File: config.mk
export PLATFORM = sky130hd
export DESIGN_NAME = mems_dac_sequencer_flat
export DESIGN_NICKNAME = d
export VERILOG_FILES = /design/src/rtl/mems_dac_sequencer_if.sv /design/src/rtl/mems_dac_sequencer.sv /design/src/flat_wrapper.sv
export SDC_FILE = /design/constraint.sdc
export NUM_CORES = 1
export LEC_CHECK = 0
export BUFFER_PORTS_ARGS = -buffer_cell sky130_fd_sc_hd__buf_4
export CELL_PAD_IN_SITES_DETAIL_PLACEMENT = 0
export CELL_PAD_IN_SITES_GLOBAL_PLACEMENT = 2
export CORE_ASPECT_RATIO = 1.2
export CORE_MARGIN = 4
export CORE_UTILIZATION = 30
export CTS_BUF_LIST = sky130_fd_sc_hd__clkbuf_16
export CTS_CLUSTER_DIAMETER = 40
export CTS_CLUSTER_SIZE = 30
export DETAILED_ROUTE_END_ITERATION = 8
export GPL_ROUTABILITY_DRIVEN = 0
export PLACE_DENSITY_LB_ADDON = 0.3
export SYNTH_ARGS = -nofsm -noshare
export SYNTH_HDL_FRONTEND = slang
export SYNTH_SLANG_ARGS = --single-unit
File: constraint.sdc
create_clock -name clk -period 4.35 [get_ports clk]
set_input_delay 0.87 -clock clk [delete_from_list [all_inputs] [get_ports clk]]
set_output_delay 0.87 -clock clk [all_outputs]
set_load 0.005 [all_outputs]
File: src/rtl/mems_dac_sequencer_if.sv
// Mirror-axis request/ack handshakes and the frame port toward the 24-bit SPI master.
// The sequencer uses the master view; requesters and the SPI master use the slave view.
interface mems_dac_sequencer_if;
  logic        req_x;
  logic [15:0] x_data;
  logic        ack_x;
  logic        req_y;
  logic [15:0] y_data;
  logic        ack_y;
  logic [23:0] spi_data;
  logic        spi_start;
  logic        spi_busy;
  logic        spi_done;
  logic        ready;
  logic        err_timeout;

  modport master (
    input  req_x, x_data, req_y, y_data, spi_busy, spi_done,
    output ack_x, ack_y, spi_data, spi_start, ready, err_timeout
  );

  modport slave (
    output req_x, x_data, req_y, y_data, spi_busy, spi_done,
    input  ack_x, ack_y, spi_data, spi_start, ready, err_timeout
  );
endinterface

File: src/rtl/mems_dac_sequencer.sv
// DAC frame sequencer for the MEMS mirror driver: init sequence, then X/Y code updates,
// with paired updates latched together by a trailing write-and-update-all frame.
module mems_dac_sequencer #(
  parameter logic [2:0]  ADDR_X           = 3'b000,
  parameter logic [2:0]  ADDR_Y           = 3'b001,
  parameter logic [2:0]  CMD_WRITE        = 3'b000,
  parameter logic [2:0]  CMD_WRITE_UPDATE = 3'b010,
  parameter logic [23:0] INIT_FRAME_0     = 24'h280001,
  parameter logic [23:0] INIT_FRAME_1     = 24'h380001,
  parameter int          GAP_CYCLES       = 4,
  parameter int          TIMEOUT_CYCLES   = 2048
) (
  input logic                  clk,
  input logic                  rst,
  mems_dac_sequencer_if.master bus
);

  localparam int GAP_W = (GAP_CYCLES > 1) ? $clog2(GAP_CYCLES) : 1;
  localparam int TO_W  = (TIMEOUT_CYCLES > 1) ? $clog2(TIMEOUT_CYCLES) : 1;
  localparam logic [GAP_W-1:0] GAP_LAST = GAP_W'(GAP_CYCLES - 1);
  localparam logic [TO_W-1:0]  TO_LAST  = TO_W'(TIMEOUT_CYCLES - 1);

  typedef enum logic [2:0] {
    INIT      = 3'd0,
    ISSUE     = 3'd1,
    WAIT_DONE = 3'd2,
    GAP       = 3'd3,
    IDLE      = 3'd4
  } state_t;

  state_t           state, state_nxt;
  logic             pend_y, pend_y_nxt;
  logic             init_sel, init_sel_nxt;
  logic             init_fail, init_fail_nxt;
  logic [GAP_W-1:0] gap_cnt, gap_cnt_nxt;
  logic [TO_W-1:0]  to_cnt, to_cnt_nxt;
  logic [23:0]      spi_data_r, data_nxt;
  logic             spi_start_r, start_nxt;
  logic             ack_x_r, ack_x_nxt;
  logic             ack_y_r, ack_y_nxt;
  logic             ready_r, ready_nxt;
  logic             err_r, err_nxt;

  function automatic logic [23:0] make_frame(input logic [2:0]  cmd,
                                             input logic [2:0]  addr,
                                             input logic [15:0] code);
    return {2'b00, cmd, addr, code};
  endfunction

  // Every transition into ISSUE loads the frame, the start pulse and any ack together,
  // so the registered outputs appear in the single ISSUE cycle.
  always_comb begin
    state_nxt     = state;
    pend_y_nxt    = pend_y;
    init_sel_nxt  = init_sel;
    init_fail_nxt = init_fail;
    gap_cnt_nxt   = gap_cnt;
    to_cnt_nxt    = to_cnt;
    data_nxt      = spi_data_r;
    start_nxt     = 1'b0;
    ack_x_nxt     = 1'b0;
    ack_y_nxt     = 1'b0;
    ready_nxt     = ready_r;
    err_nxt       = err_r;

    unique case (state)
      INIT: begin
        if (!bus.spi_busy) begin
          data_nxt     = INIT_FRAME_0;
          start_nxt    = 1'b1;
          init_sel_nxt = 1'b0;
          to_cnt_nxt   = '0;
          state_nxt    = ISSUE;
        end
      end

      ISSUE: begin
        to_cnt_nxt = to_cnt + 1'b1;
        state_nxt  = WAIT_DONE;
      end

      WAIT_DONE: begin
        if (bus.spi_done) begin
          gap_cnt_nxt = '0;
          state_nxt   = GAP;
        end else if (to_cnt == TO_LAST) begin
          err_nxt     = 1'b1;
          gap_cnt_nxt = '0;
          state_nxt   = GAP;
          if (!ready_r) init_fail_nxt = 1'b1;
        end else begin
          to_cnt_nxt = to_cnt + 1'b1;
        end
      end

      // The counter parks on its last value while the SPI master is still busy.
      GAP: begin
        if (gap_cnt != GAP_LAST) begin
          gap_cnt_nxt = gap_cnt + 1'b1;
        end else if (!ready_r) begin
          if (init_fail) begin
            init_fail_nxt = 1'b0;
            state_nxt     = INIT;
          end else if (!init_sel) begin
            if (!bus.spi_busy) begin
              data_nxt     = INIT_FRAME_1;
              start_nxt    = 1'b1;
              init_sel_nxt = 1'b1;
              to_cnt_nxt   = '0;
              state_nxt    = ISSUE;
            end
          end else begin
            ready_nxt = 1'b1;
            state_nxt = IDLE;
          end
        end else if (pend_y) begin
          if (!bus.spi_busy) begin
            data_nxt   = make_frame(CMD_WRITE_UPDATE, ADDR_Y, bus.y_data);
            start_nxt  = 1'b1;
            ack_y_nxt  = 1'b1;
            pend_y_nxt = 1'b0;
            to_cnt_nxt = '0;
            state_nxt  = ISSUE;
          end
        end else begin
          state_nxt = IDLE;
        end
      end

      // In a pair, X only writes its input register; the Y frame that follows updates both.
      IDLE: begin
        if (!bus.spi_busy) begin
          if (bus.req_x) begin
            data_nxt   = make_frame(bus.req_y ? CMD_WRITE : CMD_WRITE_UPDATE, ADDR_X, bus.x_data);
            start_nxt  = 1'b1;
            ack_x_nxt  = 1'b1;
            pend_y_nxt = bus.req_y;
            to_cnt_nxt = '0;
            state_nxt  = ISSUE;
          end else if (bus.req_y) begin
            data_nxt   = make_frame(CMD_WRITE_UPDATE, ADDR_Y, bus.y_data);
            start_nxt  = 1'b1;
            ack_y_nxt  = 1'b1;
            to_cnt_nxt = '0;
            state_nxt  = ISSUE;
          end
        end
      end

      default: state_nxt = INIT;
    endcase
  end

  always_ff @(posedge clk) begin
    if (rst) begin
      state       <= INIT;
      pend_y      <= 1'b0;
      init_sel    <= 1'b0;
      init_fail   <= 1'b0;
      gap_cnt     <= '0;
      to_cnt      <= '0;
      spi_data_r  <= '0;
      spi_start_r <= 1'b0;
      ack_x_r     <= 1'b0;
      ack_y_r     <= 1'b0;
      ready_r     <= 1'b0;
      err_r       <= 1'b0;
    end else begin
      state       <= state_nxt;
      pend_y      <= pend_y_nxt;
      init_sel    <= init_sel_nxt;
      init_fail   <= init_fail_nxt;
      gap_cnt     <= gap_cnt_nxt;
      to_cnt      <= to_cnt_nxt;
      spi_data_r  <= data_nxt;
      spi_start_r <= start_nxt;
      ack_x_r     <= ack_x_nxt;
      ack_y_r     <= ack_y_nxt;
      ready_r     <= ready_nxt;
      err_r       <= err_nxt;
    end
  end

  assign bus.spi_data    = spi_data_r;
  assign bus.spi_start   = spi_start_r;
  assign bus.ack_x       = ack_x_r;
  assign bus.ack_y       = ack_y_r;
  assign bus.ready       = ready_r;
  assign bus.err_timeout = err_r;

endmodule

File: src/flat_wrapper.sv
// flat-port wrapper written by rule: the top's interface ports become plain ports
module mems_dac_sequencer_flat 
#(
  parameter logic [2:0]  ADDR_X           = 3'b000,
  parameter logic [2:0]  ADDR_Y           = 3'b001,
  parameter logic [2:0]  CMD_WRITE        = 3'b000,
  parameter logic [2:0]  CMD_WRITE_UPDATE = 3'b010,
  parameter logic [23:0] INIT_FRAME_0     = 24'h280001,
  parameter logic [23:0] INIT_FRAME_1     = 24'h380001,
  parameter int          GAP_CYCLES       = 4,
  parameter int          TIMEOUT_CYCLES   = 2048
)
  (clk, rst, bus_req_x, bus_x_data, bus_req_y, bus_y_data, bus_spi_busy, bus_spi_done, bus_ack_x, bus_ack_y, bus_spi_data, bus_spi_start, bus_ready, bus_err_timeout);
  mems_dac_sequencer_if bus_i ();
  input logic clk;
  input logic rst;
  input wire logic [$bits(bus_i.req_x)-1:0] bus_req_x;
  input wire logic [$bits(bus_i.x_data)-1:0] bus_x_data;
  input wire logic [$bits(bus_i.req_y)-1:0] bus_req_y;
  input wire logic [$bits(bus_i.y_data)-1:0] bus_y_data;
  input wire logic [$bits(bus_i.spi_busy)-1:0] bus_spi_busy;
  input wire logic [$bits(bus_i.spi_done)-1:0] bus_spi_done;
  output wire logic [$bits(bus_i.ack_x)-1:0] bus_ack_x;
  output wire logic [$bits(bus_i.ack_y)-1:0] bus_ack_y;
  output wire logic [$bits(bus_i.spi_data)-1:0] bus_spi_data;
  output wire logic [$bits(bus_i.spi_start)-1:0] bus_spi_start;
  output wire logic [$bits(bus_i.ready)-1:0] bus_ready;
  output wire logic [$bits(bus_i.err_timeout)-1:0] bus_err_timeout;
  assign bus_i.req_x = bus_req_x;
  assign bus_i.x_data = bus_x_data;
  assign bus_i.req_y = bus_req_y;
  assign bus_i.y_data = bus_y_data;
  assign bus_i.spi_busy = bus_spi_busy;
  assign bus_i.spi_done = bus_spi_done;
  assign bus_ack_x = bus_i.ack_x;
  assign bus_ack_y = bus_i.ack_y;
  assign bus_spi_data = bus_i.spi_data;
  assign bus_spi_start = bus_i.spi_start;
  assign bus_ready = bus_i.ready;
  assign bus_err_timeout = bus_i.err_timeout;
  mems_dac_sequencer #(.ADDR_X(ADDR_X), .ADDR_Y(ADDR_Y), .CMD_WRITE(CMD_WRITE), .CMD_WRITE_UPDATE(CMD_WRITE_UPDATE), .INIT_FRAME_0(INIT_FRAME_0), .INIT_FRAME_1(INIT_FRAME_1), .GAP_CYCLES(GAP_CYCLES), .TIMEOUT_CYCLES(TIMEOUT_CYCLES)) u_core (.clk(clk), .rst(rst), .bus(bus_i));
endmodule
==> impl_metrics.csv, run 1 <==
group,metric,value,unit
timing,rsz0062_at_grt,"false",
timing,slew_headroom,0.228,
floorplanning,die_h,103,um
routing,wl_per_cell,15.4,um
synth,synth_seq_cells,43,
synth,synthArstFlopShare,0,
routing,drtAntennaViolNets,0,
timing,setup_tns,0,ns
synth,synth_top_family_by_area,"compound AO/OA/AOI/OAI gates",
timing,hold_viol,0,
setup_path,crit_fanout,36,
clock_tree,clockBufferDepth,2,
setup_path,path_buf_inv,0,
setup_path,r2r_start,"u_core.gap_cnt[0]$_SDFFE_PP0P_",
floorplanning,start_util,0.311,
routing,dr_wl_met3,379,um
routing,dr.pass1.iters,4,
routing,routed_wl,6.28,mm
floorplanning,io_pins,67,
global_route,first_global_vias,2015,
setup_path,crit_required,4.56,ns
finish,nets,358,
synth,syn_area,2270,um^2
setup_path,crit_type,"reg2reg",
power_and_ir_drop,ir_drop,0.187,mV
status,status,"complete, no violations",
synth,syn_inst,274,
synth,yosys.area_share.xor_xnor,0.00385,
place,io_buffers,62,
setup_path,arrival,2.82,ns
floorplanning,rows,34,
finish,filler_cell_count,786,
clock_tree,cts_buffers,5,
finish,layout-drive-gt1-share,0.248,
setup_path,ff2ff_setup_slack,1.74,ns
routing,via_per_inst,5.37,
global_route,track_usage,0.139,
timing,worst_pin_slew,1.15,ns
hold_path,hp-class,"reg2reg",
routing,wl_met1,2.82,mm
synth,yosysUniqueCellTypes,45,
power_and_ir_drop,leakage,1.10,nW
finish,num_antenna_cells,0,
clock_tree,postCtsSetupRepairBufs,0,
setup_path,critPathLaunchType,"register",
setup_path,slowest_delay,0.84,ns
finish,multiInputGateArea,1230,um^2
routing,vias,2196,
clock_tree,cts_htree_levels,2,
timing,min_period,2.61,ns
setup_path,cp-startpoint,"u_core.gap_cnt[0]$_SDFFE_PP0P_",
clock_tree,postCtsHoldBufs,0,
setup_path,critical-path-top-delay-family,"compound AO/OA/AOI/OAI gates",
timing,final.period_utilization,0.599,
setup_path,cp.depth,6,
routing,drc,0,
clock_tree,clk-insertion-delay-late,0.28,ns
clock_tree,cts_sinks,43,
finish,layout_common_cells,"buf_4 (64), dfxtp_1 (43), nor2_1 (29)",
timing,fmax,0.384,GHz
synth,synth_fa_ha_area_frac,0.0110,
power_and_ir_drop,p_per_area,389,nW/um^2
setup_path,cpMaxStageDelayCell,"o211a_1",
floorplanning,coreArea,7320,um^2
global_route,antenna_found_initial,0,
global_route,grt_pass1_wl,10.1,mm
routing,wl_met2,3.04,mm
global_route,grt_max_degree,44,
place,dp.final_hpwl,4.38,mm
floorplanning,die_w,87.4,um
synth,synthMuxAreaShare,0.0132,
setup_path,reg2regPathDepth,6,
finish,seq_area,861,um^2
setup_path,crit_path_end_kind,"register",
finish,utilization,0.393,
setup_path,critical_path.cell_chain,"ha_1 -> or4b_4 -> nand3_1 -> o211a_1 -> o311ai_1 -> a21oi_1",
clock_tree,cts_resized,0,
finish,layout_commonest_cell,"buf_4",
timing,maxSlewViolCount,0,
synth,yosys_warnings,0,
synth,synthFlopType,"dfxtp_1",
clock_tree,clk_root_buffer_cell,"clkbuf_16",
synth,synth_edf_count,0,
synth,synth_seq_area_share,0.379,
finish,area_growth,26.5,%
timing,fin_skew,0.00806,ns
synth,syn_area_per_cell,8.29,um^2
timing,setup_viol,0,
synth,synth-compound-area-share,0.289,
setup_path,crit_end,"u_core.bus.spi_data[0]$_SDFFE_PP0P_",
run,drv_cap,0,
routing,drt_iter0_drc,119,
floorplanning,die_area,9040,um^2
clock_tree,cts.clk_slew.worst_paths,0.06,ns
clock_tree,cts_tree,"done",
setup_path,r2r_end,"u_core.bus.spi_data[0]$_SDFFE_PP0P_",
routing,top_layer_used,"met4",
synth,synthSimpleGateAreaFrac,0.218,
global_route,grt.overflow.total,0,
[worst min-delay path by stage]
stage,cells past startpoint,endpoint,slack (ns),from
2_1_floorplan,1,u_core.to_cnt[8]$_SDFFE_PP0P_,0.43,u_core.to_cnt[8]$_SDFFE_PP0P_
3_3_place_gp,2,u_core.gap_cnt[1]$_SDFFE_PP0P_,0.45,u_core.gap_cnt[1]$_SDFFE_PP0P_
3_5_place_dp,2,u_core.gap_cnt[1]$_SDFFE_PP0P_,0.46,u_core.gap_cnt[1]$_SDFFE_PP0P_
4_1_cts,2,u_core.gap_cnt[1]$_SDFFE_PP0P_,0.47,u_core.gap_cnt[1]$_SDFFE_PP0P_
5_1_grt,2,u_core.gap_cnt[1]$_SDFFE_PP0P_,0.49,u_core.gap_cnt[1]$_SDFFE_PP0P_
6_report,2,u_core.gap_cnt[1]$_SDFFE_PP0P_,0.46,u_core.gap_cnt[1]$_SDFFE_PP0P_
[tightest hold or removal path: stages (launching register included)]
cell	delay, ns
dfxtp_1	0.31
nand2_1	0.05
a21oi_1	0.05
[where the power goes]
group	internal, mW	switching (mW)
Clock	0.273	0.161
Sequential	0.426	0.0293
Combinational	0.110	0.121
Total	0.808	0.312
[through the flow]
step / setup WS [ns] / hold slack, ns / area [um^2] / total power [mW] / std cells
4_1_cts: 1.70 / 0.470 / 2880 / 1.14 / 409
3_5_place_dp: 1.64 / 0.461 / 2700 / 0.697 / 401
2_1_floorplan: 2.25 / 0.435 / 2280 / 0.606 / 277
6_report: 1.74 / 0.464 / 2880 / 1.12 / 409
5_1_grt: 1.47 / 0.492 / 2880 / 1.18 / 409
3_3_place_gp: 1.65 / 0.448 / 2700 / 0.695 / 401
[logic make-up after synthesis]
logic type,after synthesis
and+or+nand+nor,96
AOI/OAI and AO/OA,93
DFF,43
buffers and inverters,35
muxes,3
adders and majority gates,2
other,1
xor gates and xnor gates,1
[per-layer routing]
layer	vias up	track usage
met5	-	0
met4	0	0.0319
met3	4	0.0317
met2	53	0.230
met1	1021	0.186
li1	1118	-
[state kept, by name (all words and copies together), names as in the netlist, 2 cells and up]
register	count
u_core.bus.spi_data	19
u_core.gap_cnt	2
u_core.state	3
u_core.to_cnt	11
[cell usage after synthesis, drive strengths merged (2+ instances only)]
cell type,number,area share
a211oi,20,0.066
a21oi,18,0.040
a22oi,16,0.053
a31oi,4,0.011
and2,5,0.014
and4,3,0.012
buf,22,0.063
clkbuf,8,0.013
dfxtp,43,0.38
ha,2,0.011
inv,5,0.0083
mux2i,3,0.013
nand2,18,0.030
nand2b,3,0.0083
nand3,8,0.018
nand4,5,0.014
nor2,29,0.048
nor2b,4,0.011
nor3,12,0.029
nor3b,2,0.0088
o21ai,10,0.022
o311ai,8,0.031
o31ai,5,0.017
o41ai,6,0.023
[layout make-up]
cell class / instances / share of cell area
clock inverters: 3 / 0.0161
repair buffers: 64 / 0.167
flip-flops and latches: 43 / 0.299
multi-input cells: 199 / 0.428
clock buffers: 5 / 0.0435
inverters: 5 / 0.00653
well taps: 90 / 0.0392
Power figures use the tool's default switching activity.
==> run 2, diff against run 1 <==
- CORE_UTILIZATION: 30 -> 29
- clock period: 4.35 -> 2.5 ns (I/O delays scaled with it)
==> run 2 against run 1 <==
Non-clock buffer count rose by 12. Sequential power rose by 73%. Clock skew fell by 0.00070 ns. Largest cell class unchanged.
==> impl_metrics.csv, run 2 (synthesis results as in run 1) <==
group,metric,value,unit
status,status,"complete, no violations",
floorplanning,die_w,88.8,um
routing,drt_iter0_drc,143,
finish,num_antenna_cells,0,
timing,hold_viol,0,
floorplanning,rows,35,
global_route,antenna_found_initial,0,
clock_tree,cts_htree_levels,2,
setup_path,crit_type,"reg2reg",
timing,setup_tns,0,ns
floorplanning,start_util,0.296,
timing,final.period_utilization,0.897,
finish,area_growth,30.5,%
routing,routed_wl,6.20,mm
clock_tree,cts_resized,0,
clock_tree,cts.clk_slew.worst_paths,0.06,ns
setup_path,crit_fanout,7,
global_route,first_global_vias,2025,
clock_tree,cts_sinks,43,
clock_tree,cts_buffers,5,
timing,slew_headroom,0.461,
setup_path,reg2regPathDepth,7,
floorplanning,coreArea,7660,um^2
global_route,grt_max_degree,44,
clock_tree,postCtsHoldBufs,0,
clock_tree,clockBufferDepth,2,
timing,fmax,0.446,GHz
setup_path,crit_required,2.65,ns
finish,layout-drive-gt1-share,0.275,
hold_path,min_path_cells,2,
clock_tree,clk-insertion-delay-late,0.28,ns
place,dp.final_hpwl,4.43,mm
routing,drtAntennaViolNets,0,
finish,finalInstanceArea,2970,um^2
setup_path,critical-path-top-delay-family,"compound AO/OA/AOI/OAI gates",
timing,min_period,2.24,ns
floorplanning,die_h,105,um
setup_path,cp.depth,7,
setup_path,critPathLaunchType,"register",
power_and_ir_drop,p_per_area,660,nW/um^2
place,io_buffers,62,
finish,nets,370,
routing,drc,0,
timing,fin_skew,0.00736,ns
global_route,grt.overflow.total,0,
finish,largest_reg_flops,19,
run,drv_cap,0,
timing,worst_pin_slew,0.801,ns
setup_path,r2r_start,"u_core.gap_cnt[0]$_SDFFE_PP0P_",
timing,setup_viol,0,
routing,vias,2224,
setup_path,cpMaxStageDelayCell,"or4b_4",
timing,maxSlewViolCount,0,
floorplanning,io_pins,67,
routing,wl_per_cell,14.7,um
clock_tree,clk_root_buffer_cell,"clkbuf_16",
global_route,track_usage,0.136,
setup_path,path_buf_inv,1,
clock_tree,cts_tree,"done",
finish,layout_commonest_cell,"buf_4",
power_and_ir_drop,leakage,1.16,nW
setup_path,arrival,2.40,ns
timing,rsz0062_at_grt,"false",
setup_path,crit_path_end_kind,"register",
floorplanning,die_area,9320,um^2
power_and_ir_drop,ir_drop,0.270,mV
finish,filler_cell_count,763,
setup_path,ff2ff_setup_slack,0.26,ns
hold_path,hp-class,"reg2reg",
global_route,grt_pass1_wl,10.1,mm
clock_tree,postCtsSetupRepairBufs,0,
setup_path,r2r_end,"u_core.to_cnt[7]$_SDFFE_PP0P_",
setup_path,critical_path.cell_chain,"ha_1 -> or4b_4 -> a32oi_2 -> o31ai_1 -> buf_4 -> o311ai_1 -> o41ai_1",
hold_path,worstHoldEndpoint,"u_core.gap_cnt[1]$_SDFFE_PP0P_",
place,placed_area,2800,um^2
finish,layout_common_cells,"buf_4 (76), dfxtp_1 (43), nor2_1 (29)",
routing,dr.pass1.iters,4,
routing,via_per_inst,5.26,
setup_path,slowest_delay,0.47,ns
hold_path,min_from,"u_core.gap_cnt[1]$_SDFFE_PP0P_",
==> run 2: cell types whose count changed in the layout (fill, tap and decap cells not counted), sizes merged <==
cell	delta
buf	+12
clkinv	+2
clkinvlp	-1
inv	-1
==> run 2: how the worst max path moves through the flow <==
stage | from | endpoint | slack (ns)
after CTS | u_core.gap_cnt[0]$_SDFFE_PP0P_ | u_core.to_cnt[7]$_SDFFE_PP0P_ | 0.25
after floorplan | u_core.gap_cnt[0]$_SDFFE_PP0P_ | u_core.to_cnt[0]$_SDFFE_PP0P_ | 0.41
after global routing | u_core.gap_cnt[0]$_SDFFE_PP0P_ | u_core.to_cnt[7]$_SDFFE_PP0P_ | 0.09
after global placement | u_core.gap_cnt[0]$_SDFFE_PP0P_ | u_core.to_cnt[0]$_SDFFE_PP0P_ | 0.31
after detailed placement | u_core.gap_cnt[0]$_SDFFE_PP0P_ | u_core.to_cnt[7]$_SDFFE_PP0P_ | 0.27
final | u_core.gap_cnt[0]$_SDFFE_PP0P_ | u_core.to_cnt[7]$_SDFFE_PP0P_ | 0.26
==> run 2: power breakdown <==
group | internal (mW) | switching (mW) | total, mW
sequential | 0.740 | 0.0451 | 0.785
combinational | 0.206 | 0.215 | 0.421
clock | 0.471 | 0.278 | 0.749
total | 1.42 | 0.538 | 1.96
==> run 2: tightest hold or removal path, cell delays in order, from the launching register on <==
cell and delay [ns]:
dfxtp_1 0.31, nand2_1 0.05, a21oi_1 0.05
==> run 2: layout make-up <==
cell class / count / area [um^2] / area share
repair buffers: 76 / 571 / 0.192
clock inverters: 3 / 43.8 / 0.0148
well taps: 92 / 115 / 0.0388
flip-flops and latches: 43 / 861 / 0.290
inverters: 5 / 18.8 / 0.00633
clock buffers: 5 / 125 / 0.0422
multi-input cells: 199 / 1230 / 0.415
==> run 2: routing by layer <==
metal	track usage	up-vias	wire, um
met5	0	-	0
met4	0.0389	0	60
met3	0.0276	5	428
met2	0.215	59	2930
met1	0.185	1019	2790
li1	-	1141	-
==> run 2: metrics by stage <==
| stage | utilization | total power, mW | instances | hold WS, ns | setup slack (ns) |
|---|---|---|---|---|---|
| detailed placement | 0.365 | 1.23 | 415 | 0.450 | 0.275 |
| finish | 0.387 | 1.96 | 423 | 0.459 | 0.257 |
| floorplan | - | 1.05 | 277 | 0.435 | 0.407 |
| CTS | 0.387 | 1.98 | 423 | 0.459 | 0.246 |
| global placement | 0.365 | 1.23 | 415 | 0.446 | 0.315 |
| global route | 0.387 | 2.07 | 423 | 0.497 | 0.0852 |
==> run 3, diff against run 2 <==
- PLACE_DENSITY_LB_ADDON: 0.3 -> 0.1
==> run 3 against run 2 <==
Global-route usage is 0.073 points higher. Wire length is 2.3% higher. First-iteration DRC count fell by 54%. Utilization shrank 0.59 points. Count of clock-buffer cells in the layout unchanged. Sequential share of layout area increased by 0.45 points. Maximum frequency rose by 4.6%. Highest routed layer unchanged.
==> impl_metrics.csv, run 3 (synthesis results as in run 1) <==
group,metric,value,unit
global_route,grt_max_degree,44,
finish,utilization,0.381,
finish,nets,366,
finish,num_antenna_cells,0,
timing,hold_viol,0,
clock_tree,cts_resized,0,
status,status,"complete, no violations",
global_route,antenna_found_initial,0,
floorplanning,die_w,88.8,um
clock_tree,postCtsSetupRepairBufs,0,
finish,area_growth,28.5,%
global_route,grt.overflow.total,0,
finish,multiInputGateArea,1230,um^2
run,drv_cap,0,
setup_path,crit_required,2.68,ns
floorplanning,coreArea,7660,um^2
finish,layout_commonest_cell,"buf_4",
clock_tree,postCtsHoldBufs,0,
routing,drtAntennaViolNets,0,
floorplanning,die_h,105,um
global_route,grt_pass1_wl,10.1,mm
timing,final.period_utilization,0.858,
clock_tree,cts_tree,"done",
global_route,track_usage,0.137,
timing,fmax,0.466,GHz
routing,wl_per_cell,15.1,um
timing,maxSlewViolCount,0,
clock_tree,cts_sinks,43,
floorplanning,io_pins,67,
floorplanning,start_util,0.296,
timing,setup_tns,0,ns
routing,routed_wl,6.34,mm
power_and_ir_drop,ir_drop,0.255,mV
routing,vias,2158,
timing,fin_skew,0.00290,ns
place,io_buffers,62,
timing,min_period,2.14,ns
routing,drt_iter0_drc,66,
setup_path,crit_fanout,5,
power_and_ir_drop,p_per_area,634,nW/um^2
setup_path,critPathLaunchType,"register",
finish,layout_common_cells,"buf_4 (71), dfxtp_1 (43), nor2_1 (29)",
routing,dr.pass1.iters,4,
finish,largest_reg_flops,19,
floorplanning,die_area,9320,um^2
finish,seq_area,861,um^2
timing,rsz0062_at_grt,"false",
finish,instances_no_fill,419,
clock_tree,clk_root_buffer_cell,"clkbuf_16",
floorplanning,rows,35,
setup_path,arrival,2.32,ns
timing,setup_viol,0,
clock_tree,clk-insertion-delay-late,0.28,ns
clock_tree,cts_buffers,5,
finish,filler_cell_count,845,
routing,via_per_inst,5.15,
hold_path,hp-class,"reg2reg",
setup_path,crit_type,"reg2reg",
clock_tree,cts.clk_slew.worst_paths,0.06,ns
timing,slew_headroom,0.656,
setup_path,crit_path_end_kind,"register",
timing,worst_pin_slew,0.512,ns
finish,layout-drive-gt1-share,0.263,
global_route,first_global_vias,2039,
clock_tree,cts_htree_levels,2,
clock_tree,clockBufferDepth,2,
place,numPlacedInstances,411,
routing,drc,0,
place,dp.final_hpwl,4.35,mm
power_and_ir_drop,leakage,1.13,nW
[run 3: changes by cell type in the layout (fill, tap and decap cells not counted)]
cell	before	now
clkinvlp_4	0	1
bufinv_16	1	0
clkinv_4	1	0
inv_1	5	6
buf_12	0	1
buf_4	76	71
[run 3: metrics by stage]
step | setup WS [ns] | instance area [um^2] | power [mW] | hold WS, ns
after floorplan | 0.407 | 2280 | 1.05 | 0.435
after global placement | 0.416 | 2780 | 1.24 | 0.450
after detailed placement | 0.357 | 2780 | 1.23 | 0.452
after CTS | 0.353 | 2920 | 1.89 | 0.462
after global routing | 0.166 | 2920 | 1.97 | 0.498
final | 0.356 | 2920 | 1.85 | 0.461
[run 3: cell type report]
| class | count | area share |
|---|---|---|
| clock inverter | 3 | 0.00557 |
| timing repair buffer | 72 | 0.189 |
| tap | 92 | 0.0394 |
| sequential | 43 | 0.295 |
| multi-input combinational | 199 | 0.422 |
| inverter | 5 | 0.00643 |
| clock buffer | 5 | 0.0428 |
[run 3: power breakdown]
group	internal [mW]	switching, mW
Clock	0.365	0.274
Combinational	0.210	0.217
Sequential	0.740	0.0449
Total	1.31	0.537
[run 3: layer usage]
layer | vias up | GRT usage | wire, um
li1 | 1130 | - | -
met4 | 0 | 0.0454 | 71
met1 | 971 | 0.181 | 2850
met2 | 51 | 0.215 | 2970
met3 | 6 | 0.0315 | 456
met5 | - | 0 | 0
[run 3: critical path, cell delays in order (launching register included)]
cell	delay, ns
dfxtp_1	0.35
ha_1	0.17
or4b_4	0.47
a32oi_2	0.26
o31a_2	0.22
nand3_1	0.20
o41ai_1	0.37
[run 3: final timing paths]
check	start	end	slack, ns	cells after the start
worst min register to register	u_core.gap_cnt[1]$_SDFFE_PP0P_	u_core.gap_cnt[1]$_SDFFE_PP0P_	0.46	2
worst max register to register	u_core.gap_cnt[0]$_SDFFE_PP0P_	u_core.to_cnt[3]$_SDFFE_PP0P_	0.36	6
worst min-delay path	u_core.gap_cnt[1]$_SDFFE_PP0P_	u_core.gap_cnt[1]$_SDFFE_PP0P_	0.46	2
worst max-delay path	u_core.gap_cnt[0]$_SDFFE_PP0P_	u_core.to_cnt[3]$_SDFFE_PP0P_	0.36	6
